## src/rtl/fb_pkg.sv

```systemverilog
// Shared constants and types for the 800x480 1-bpp frame buffer.
// Used by both the pixel writer and the read side of the buffer.
package fb_pkg;

    localparam int unsigned H_PIXELS     = 800;
    localparam int unsigned V_PIXELS     = 480;
    localparam int unsigned WORD_BITS    = 16;
    localparam int unsigned ADDR_W       = 16;
    localparam int unsigned BIT_W        = $clog2(WORD_BITS);
    localparam int unsigned FB_WORDS     = H_PIXELS * V_PIXELS / WORD_BITS;
    localparam int unsigned FB_LAST_ADDR = FB_WORDS - 1;

    typedef enum logic {
        RUN,
        CLEAR
    } fb_state_e;

endpackage

```

## src/rtl/fb_pixel_writer_if.sv

```systemverilog
// Pixel stream, clear command and frame-buffer write port of fb_pixel_writer.
// master = pixel source / controller, slave = the writer block.
interface fb_pixel_writer_if;
    import fb_pkg::*;

    logic                 pix_valid;
    logic                 pix_ready;
    logic                 pix_data;
    logic                 pix_sof;
    logic                 clear_req;
    logic                 clear_value;
    logic                 busy;
    logic                 frame_done;
    logic [ADDR_W-1:0]    write_address;
    logic [WORD_BITS-1:0] data_in;
    logic                 load;

    modport master (
        output pix_valid, pix_data, pix_sof, clear_req, clear_value,
        input  pix_ready, busy, frame_done, write_address, data_in, load
    );

    modport slave (
        input  pix_valid, pix_data, pix_sof, clear_req, clear_value,
        output pix_ready, busy, frame_done, write_address, data_in, load
    );

endinterface

```

## src/rtl/fb_pixel_writer.sv

```systemverilog
// Packs a raster stream of 1-bit pixels into 16-bit frame-buffer words and
// offers a bulk clear; the packer and the clear share one word-address counter.
module fb_pixel_writer
    import fb_pkg::*;
#(
    parameter int unsigned H_PIXELS = fb_pkg::H_PIXELS,
    parameter int unsigned V_PIXELS = fb_pkg::V_PIXELS
) (
    input  logic               clk,
    input  logic               reset,
    fb_pixel_writer_if.slave   bus
);

    localparam logic [ADDR_W-1:0] LAST_ADDR = ADDR_W'(H_PIXELS * V_PIXELS / WORD_BITS - 1);
    localparam logic [BIT_W-1:0]  LAST_BIT  = BIT_W'(WORD_BITS - 1);

    fb_state_e            state_q, state_d;
    logic [BIT_W-1:0]     bit_q, bit_d;
    logic [ADDR_W-1:0]    word_q, word_d;
    logic [WORD_BITS-1:0] shift_q, shift_d;
    logic                 clear_val_q, clear_val_d;
    logic [ADDR_W-1:0]    addr_q, addr_d;
    logic [WORD_BITS-1:0] data_q, data_d;
    logic                 load_q, load_d;
    logic                 done_q, done_d;

    logic                 accept;
    logic [BIT_W-1:0]     bit_idx;
    logic [ADDR_W-1:0]    word_idx;
    logic [WORD_BITS-1:0] word_next;

    assign bus.pix_ready     = (state_q == RUN) && !bus.clear_req;
    assign accept            = bus.pix_valid && bus.pix_ready;
    assign bus.busy          = (state_q == CLEAR);
    assign bus.load          = load_q;
    assign bus.write_address = addr_q;
    assign bus.data_in       = data_q;
    assign bus.frame_done    = done_q;

    always_comb begin
        // NOTE: every variable gets a default before the case so no path can infer a latch.
        state_d     = state_q;
        bit_d       = bit_q;
        word_d      = word_q;
        shift_d     = shift_q;
        clear_val_d = clear_val_q;
        addr_d      = addr_q;
        data_d      = data_q;
        load_d      = 1'b0;
        done_d      = 1'b0;

        // A start-of-frame pixel restarts at word 0, bit 0 with an empty word.
        bit_idx            = bus.pix_sof ? '0 : bit_q;
        word_idx           = bus.pix_sof ? '0 : word_q;
        word_next          = bus.pix_sof ? '0 : shift_q;
        word_next[bit_idx] = bus.pix_data;

        case (state_q)
            RUN: begin
                if (bus.clear_req) begin
                    // Address 0 is issued on entry so the clear starts the next cycle.
                    state_d     = CLEAR;
                    clear_val_d = bus.clear_value;
                    word_d      = '0;
                    load_d      = 1'b1;
                    addr_d      = '0;
                    data_d      = {WORD_BITS{bus.clear_value}};
                end else if (accept) begin
                    if (bit_idx == LAST_BIT) begin
                        load_d  = 1'b1;
                        addr_d  = word_idx;
                        data_d  = word_next;
                        shift_d = '0;
                        bit_d   = '0;
                        if (word_idx == LAST_ADDR) begin
                            done_d = 1'b1;
                            word_d = '0;
                        end else begin
                            word_d = word_idx + ADDR_W'(1);
                        end
                    end else begin
                        shift_d = word_next;
                        bit_d   = bit_idx + BIT_W'(1);
                        word_d  = word_idx;
                    end
                end
            end

            CLEAR: begin
                if (word_q == LAST_ADDR) begin
                    state_d = RUN;
                    word_d  = '0;
                    bit_d   = '0;
                    shift_d = '0;
                end else begin
                    word_d = word_q + ADDR_W'(1);
                    load_d = 1'b1;
                    addr_d = word_q + ADDR_W'(1);
                    data_d = {WORD_BITS{clear_val_q}};
                end
            end

            default: state_d = RUN;
        endcase
    end

    always_ff @(posedge clk) begin
        // NOTE: state registers use non-blocking assignments so all updates see pre-edge values.
        if (reset) begin
            state_q     <= RUN;
            bit_q       <= '0;
            word_q      <= '0;
            shift_q     <= '0;
            clear_val_q <= 1'b0;
            addr_q      <= '0;
            data_q      <= '0;
            load_q      <= 1'b0;
            done_q      <= 1'b0;
        end else begin
            state_q     <= state_d;
            bit_q       <= bit_d;
            word_q      <= word_d;
            shift_q     <= shift_d;
            clear_val_q <= clear_val_d;
            addr_q      <= addr_d;
            data_q      <= data_d;
            load_q      <= load_d;
            done_q      <= done_d;
        end
    end

endmodule

```

## src/flat_wrapper.sv

```systemverilog
// flat-port wrapper written by rule: the top's interface ports become plain ports
module fb_pixel_writer_flat import fb_pkg::*;
#(
    parameter int unsigned H_PIXELS = fb_pkg::H_PIXELS,
    parameter int unsigned V_PIXELS = fb_pkg::V_PIXELS
)
  (clk, reset, bus_pix_valid, bus_pix_data, bus_pix_sof, bus_clear_req, bus_clear_value, bus_pix_ready, bus_busy, bus_frame_done, bus_write_address, bus_data_in, bus_load);
  fb_pixel_writer_if bus_i ();
  input  logic clk;
  input  logic reset;
  input wire logic [$bits(bus_i.pix_valid)-1:0] bus_pix_valid;
  input wire logic [$bits(bus_i.pix_data)-1:0] bus_pix_data;
  input wire logic [$bits(bus_i.pix_sof)-1:0] bus_pix_sof;
  input wire logic [$bits(bus_i.clear_req)-1:0] bus_clear_req;
  input wire logic [$bits(bus_i.clear_value)-1:0] bus_clear_value;
  output wire logic [$bits(bus_i.pix_ready)-1:0] bus_pix_ready;
  output wire logic [$bits(bus_i.busy)-1:0] bus_busy;
  output wire logic [$bits(bus_i.frame_done)-1:0] bus_frame_done;
  output wire logic [$bits(bus_i.write_address)-1:0] bus_write_address;
  output wire logic [$bits(bus_i.data_in)-1:0] bus_data_in;
  output wire logic [$bits(bus_i.load)-1:0] bus_load;
  assign bus_i.pix_valid = bus_pix_valid;
  assign bus_i.pix_data = bus_pix_data;
  assign bus_i.pix_sof = bus_pix_sof;
  assign bus_i.clear_req = bus_clear_req;
  assign bus_i.clear_value = bus_clear_value;
  assign bus_pix_ready = bus_i.pix_ready;
  assign bus_busy = bus_i.busy;
  assign bus_frame_done = bus_i.frame_done;
  assign bus_write_address = bus_i.write_address;
  assign bus_data_in = bus_i.data_in;
  assign bus_load = bus_i.load;
  fb_pixel_writer #(.H_PIXELS(H_PIXELS), .V_PIXELS(V_PIXELS)) u_core (.clk(clk), .reset(reset), .bus(bus_i));
endmodule
```

## config.mk

```make
export PLATFORM = sky130hd
export DESIGN_NAME = fb_pixel_writer_flat
export DESIGN_NICKNAME = d
export VERILOG_FILES = /design/src/rtl/fb_pkg.sv /design/src/rtl/fb_pixel_writer_if.sv /design/src/rtl/fb_pixel_writer.sv /design/src/flat_wrapper.sv
export SDC_FILE = /design/constraint.sdc
export NUM_CORES = 1
export LEC_CHECK = 0
export CAP_MARGIN = 20
export CORE_ASPECT_RATIO = 1.2
export CORE_UTILIZATION = 43
export CTS_CLUSTER_DIAMETER = 150
export CTS_CLUSTER_SIZE = 28
export DETAILED_ROUTE_END_ITERATION = 10
export GPL_ROUTABILITY_DRIVEN = 0
export GPL_TIMING_DRIVEN = 0
export SLEW_MARGIN = 20
export SYNTH_ARGS = -nofsm -noshare
export SYNTH_HDL_FRONTEND = slang
export SYNTH_SLANG_ARGS = --single-unit
```

## constraint.sdc

```tcl
create_clock -name clk -period 4.1 [get_ports clk]
set_input_delay 0.82 -clock clk [delete_from_list [all_inputs] [get_ports clk]]
set_output_delay 0.82 -clock clk [all_outputs]
set_load 0.005 [all_outputs]
```

==> flow_summary.toml <==
[worst_setup_path]
reg2reg_slack_ns = 1.70
endpoint = "u_core.shift_q[6]$_SDFFE_PP0P_"
worstSetupPathType = "input pin to register"
cp-startpoint = "bus_pix_sof"
crit_fanout = 19
path_cells = "clkdlybuf4s50_1 -> buf_2 -> buf_2 -> nand2b_1 -> inv_1 -> ha_1 -> buf_4 -> and4b_4 -> buf_6 -> nor2_1 -> buf_2 -> nand3_1 -> a21oi_1"
end_kind = "register"
slowest_delay_ns = 0.52
r2r_end = "u_core.word_q[6]$_SDFFE_PP0P_"
cp_data_required_time_ns = 4.36
reg2regPathDepth = 8
setup.worst_path.start_class = "input pin"
crit_slowest_cell = "clkdlybuf4s50_1"
arrival_ns = 3.79
crit_path_frequent_cell = "buf_2"
timing.rr.start = "u_core.word_q[0]$_SDFFE_PP0P_"

[power]
p_per_area_mw_per_mm2 = 352.3
ir_worst_vdd_mv = 0.1882
p_leak_nw = 1.889

[clock_network]
post_cts_resize_count = 0
post_cts_buffers = 0
cts_buffer_depth = 2
cts_tree = "yes"
cts.hold.buffers_added = 0
h-tree-depth = 3
cts_sinks = 72
ctsRootBufferMaster = "clkbuf_16"
numCtsBuffers = 9
clk_latency_ns = 0.34
cts.clk_slew.worst_paths_ns = 0.06

[synth]
ys_warn_count = 0
ys.flop_type = "dfxtp_1"
syn_area_mm2 = 0.004217
syn_nets = 559
synth_top_area_share_pct = 34.18
synth-seq-area-share_pct = 34.18
synth_cells = 546
syn_avg_cell_area_um2 = 7.723
yosys.area.top_type = "dfxtp_1"
synth_commonest_cells = "dfxtp_1 (72), nand2_1 (68), a21oi_1 (52), nor2_1 (50), o21ai_0 (43)"
synth_edf_count = 0
synth-seq-cells = 72
synth_cell_types = 68
synthArstFlopShare_pct = 0
yosys.cell_count.top_type = "dfxtp_1"
netlist_top_cells_area = "dfxtp_1 (34%), a21oi_1 (6.2%), nand2_1 (6.1%)"

[global_routing]
antenna_found_initial = 0
grt_overflow = 0
grt_pass1_vias = 4248
grt_max_degree = 13
grt_pass1_wl_mm = 22.23
track_usage_pct = 28.44

[sta]
hold_viol = 0
maxSlewHeadroom_pct = 42.46
tightest_slew_ns = 0.8566
rsz0062_at_grt = "no"
setup_violations = 0
min_period_ns = 3.536
whs_ns = 0.4548
drv_slew = 0
fin_crit_sh_pct = 86.25
fin_worst_skew_ns = 0.009517
fmax_ghz = 0.2828

[die]
io_pins = 43
std_cell_rows = 39
initial_utilization_pct = 44.31
dieArea_mm2 = 0.01021
core-area_mm2 = 0.009515
die_w_um = 92.40
die_h_um = 110.5

[detailed_routing]
route.detailed.drc = 0
drt_iter0_drc = 275
met1Wirelength_mm = 5.427
wirelength_mm = 13.81
drt_first_pass_iters = 4
vias = 4359
ant_nets = 0
via_per_inst = 6.021
dr_wl_met2_mm = 6.753
routed-wl-met3_um = 690
wl_per_cell_um = 19.08
routed.top_layer = "met4"

[layout]
fillerInstances = 944
fin_area_mm2 = 0.005087
drive_gt1_share_pct = 12.98
regArea_mm2 = 0.001441
multi_input_area_mm2 = 0.002491
areaGrowthSynthToFinish_pct = 20.65
fin_util_pct = 53.46
nets = 610
antenna_cells = 0

[run_status]
status = "completed"

[min_path]
hold_path_class = "register to register"

[placement]
dpl.hpwl_mm = 10.12
io_buffers = 41
placed_cell_area_mm2 = 0.004781

[flow_run]
maxCapViolations = 0
[worst min path at each step]
stage                                                from                              end  depth (start not counted)
after CTS                  u_core.shift_q[4]$_SDFFE_PP0P_   u_core.shift_q[4]$_SDFFE_PP0P_                          2
after detailed placement   u_core.shift_q[4]$_SDFFE_PP0P_   u_core.shift_q[4]$_SDFFE_PP0P_                          2
after global routing       u_core.shift_q[4]$_SDFFE_PP0P_   u_core.shift_q[4]$_SDFFE_PP0P_                          2
final                     u_core.shift_q[14]$_SDFFE_PP0P_  u_core.shift_q[14]$_SDFFE_PP0P_                          2
after global placement    u_core.shift_q[14]$_SDFFE_PP0P_  u_core.shift_q[14]$_SDFFE_PP0P_                          2
after floorplan           u_core.shift_q[12]$_SDFFE_PP0P_  u_core.shift_q[12]$_SDFFE_PP0P_                          2
[cell usage in the layout, fill, tap and decap left out, types with 3 or more instances in the layout]
| master | n |
|---|---|
| a211oi_1 | 6 |
| a21o_1 | 4 |
| a21oi_1 | 52 |
| a21oi_2 | 11 |
| a221oi_1 | 4 |
| a22oi_1 | 5 |
| a31oi_1 | 9 |
| and3_1 | 9 |
| and4_1 | 4 |
| buf_2 | 15 |
| buf_4 | 8 |
| buf_6 | 4 |
| clkbuf_1 | 15 |
| clkbuf_16 | 9 |
| clkdlybuf4s50_1 | 41 |
| dfxtp_1 | 72 |
| ha_1 | 6 |
| inv_1 | 7 |
| mux2i_1 | 7 |
| nand2_1 | 68 |
| nand2_2 | 3 |
| nand2b_1 | 7 |
| nand3_1 | 30 |
| nand4_1 | 4 |
| nor2_1 | 50 |
| nor2_2 | 3 |
| nor2b_1 | 8 |
| nor3_1 | 11 |
| nor4_1 | 3 |
| o211a_1 | 5 |
| o21ai_0 | 43 |
| o21ai_1 | 4 |
| o22ai_1 | 7 |
| xnor2_1 | 10 |
| xor2_1 | 4 |
[where the power goes]
part,switching [W],internal [W],total [W]
logic,0.000130,0.0000918,0.000222
clock network,0.000303,0.000527,0.000829
registers,0.0000159,0.000725,0.000741
[kinds of logic after synthesis]
family | share of synthesized area, %
adders and majority gates | 1.780
and+or+nand+nor | 27.12
xor gates and xnor gates | 2.908
AOI/OAI and AO/OA | 25.61
muxes | 1.662
DFF | 34.18
buffers and inverters | 6.736
[sequential cells by signal (all words and copies together) (netlist names), 4 cells and up]
signal,count
u_core.bus.write_address,16
u_core.word_q,16
u_core.shift_q,16
u_core.bus.data_in,16
u_core.bit_q,4
[layer usage]
layer,vias up,GRT usage [%]
met5,-,0
met4,0,20.52
met3,63,4.959
met2,188,47.41
met1,2046,32.19
li1,2062,-
[metrics by stage]
stage / power (W) / setup slack (ns) / TNS, ns / instances
2_1_floorplan: 0.0008750 / 1.076 / 0 / 546
6_report: 0.001792 / 0.5636 / 0 / 724
4_1_cts: 0.001805 / 0.1638 / 0 / 725
5_1_grt: 0.001860 / 0.2999 / 0 / 724
3_5_place_dp: 0.0009782 / -0.1700 / -4.717 / 710
3_3_place_gp: 0.0009750 / -0.1318 / -3.455 / 710
[critical path, delay by kind of cell]
kind                     cells  cell delay (ns)
AO/OA/AOI/OAI                1             0.17
buffers and inverters        7             1.84
adder cells (fa/ha/maj)      1             0.19
AND/OR/NAND/NOR              4             0.76
[cell type report]
type	instances	area share [%]
sequential	72	28.33
clock buffer	9	4.427
inverter	8	0.5903
tap	123	3.025
timing repair buffer	41	8.067
multi-input combinational	420	48.97
buffer	45	4.919
clock inverter	6	1.672
No activity file was read; power rests on OpenSTA's default activity.
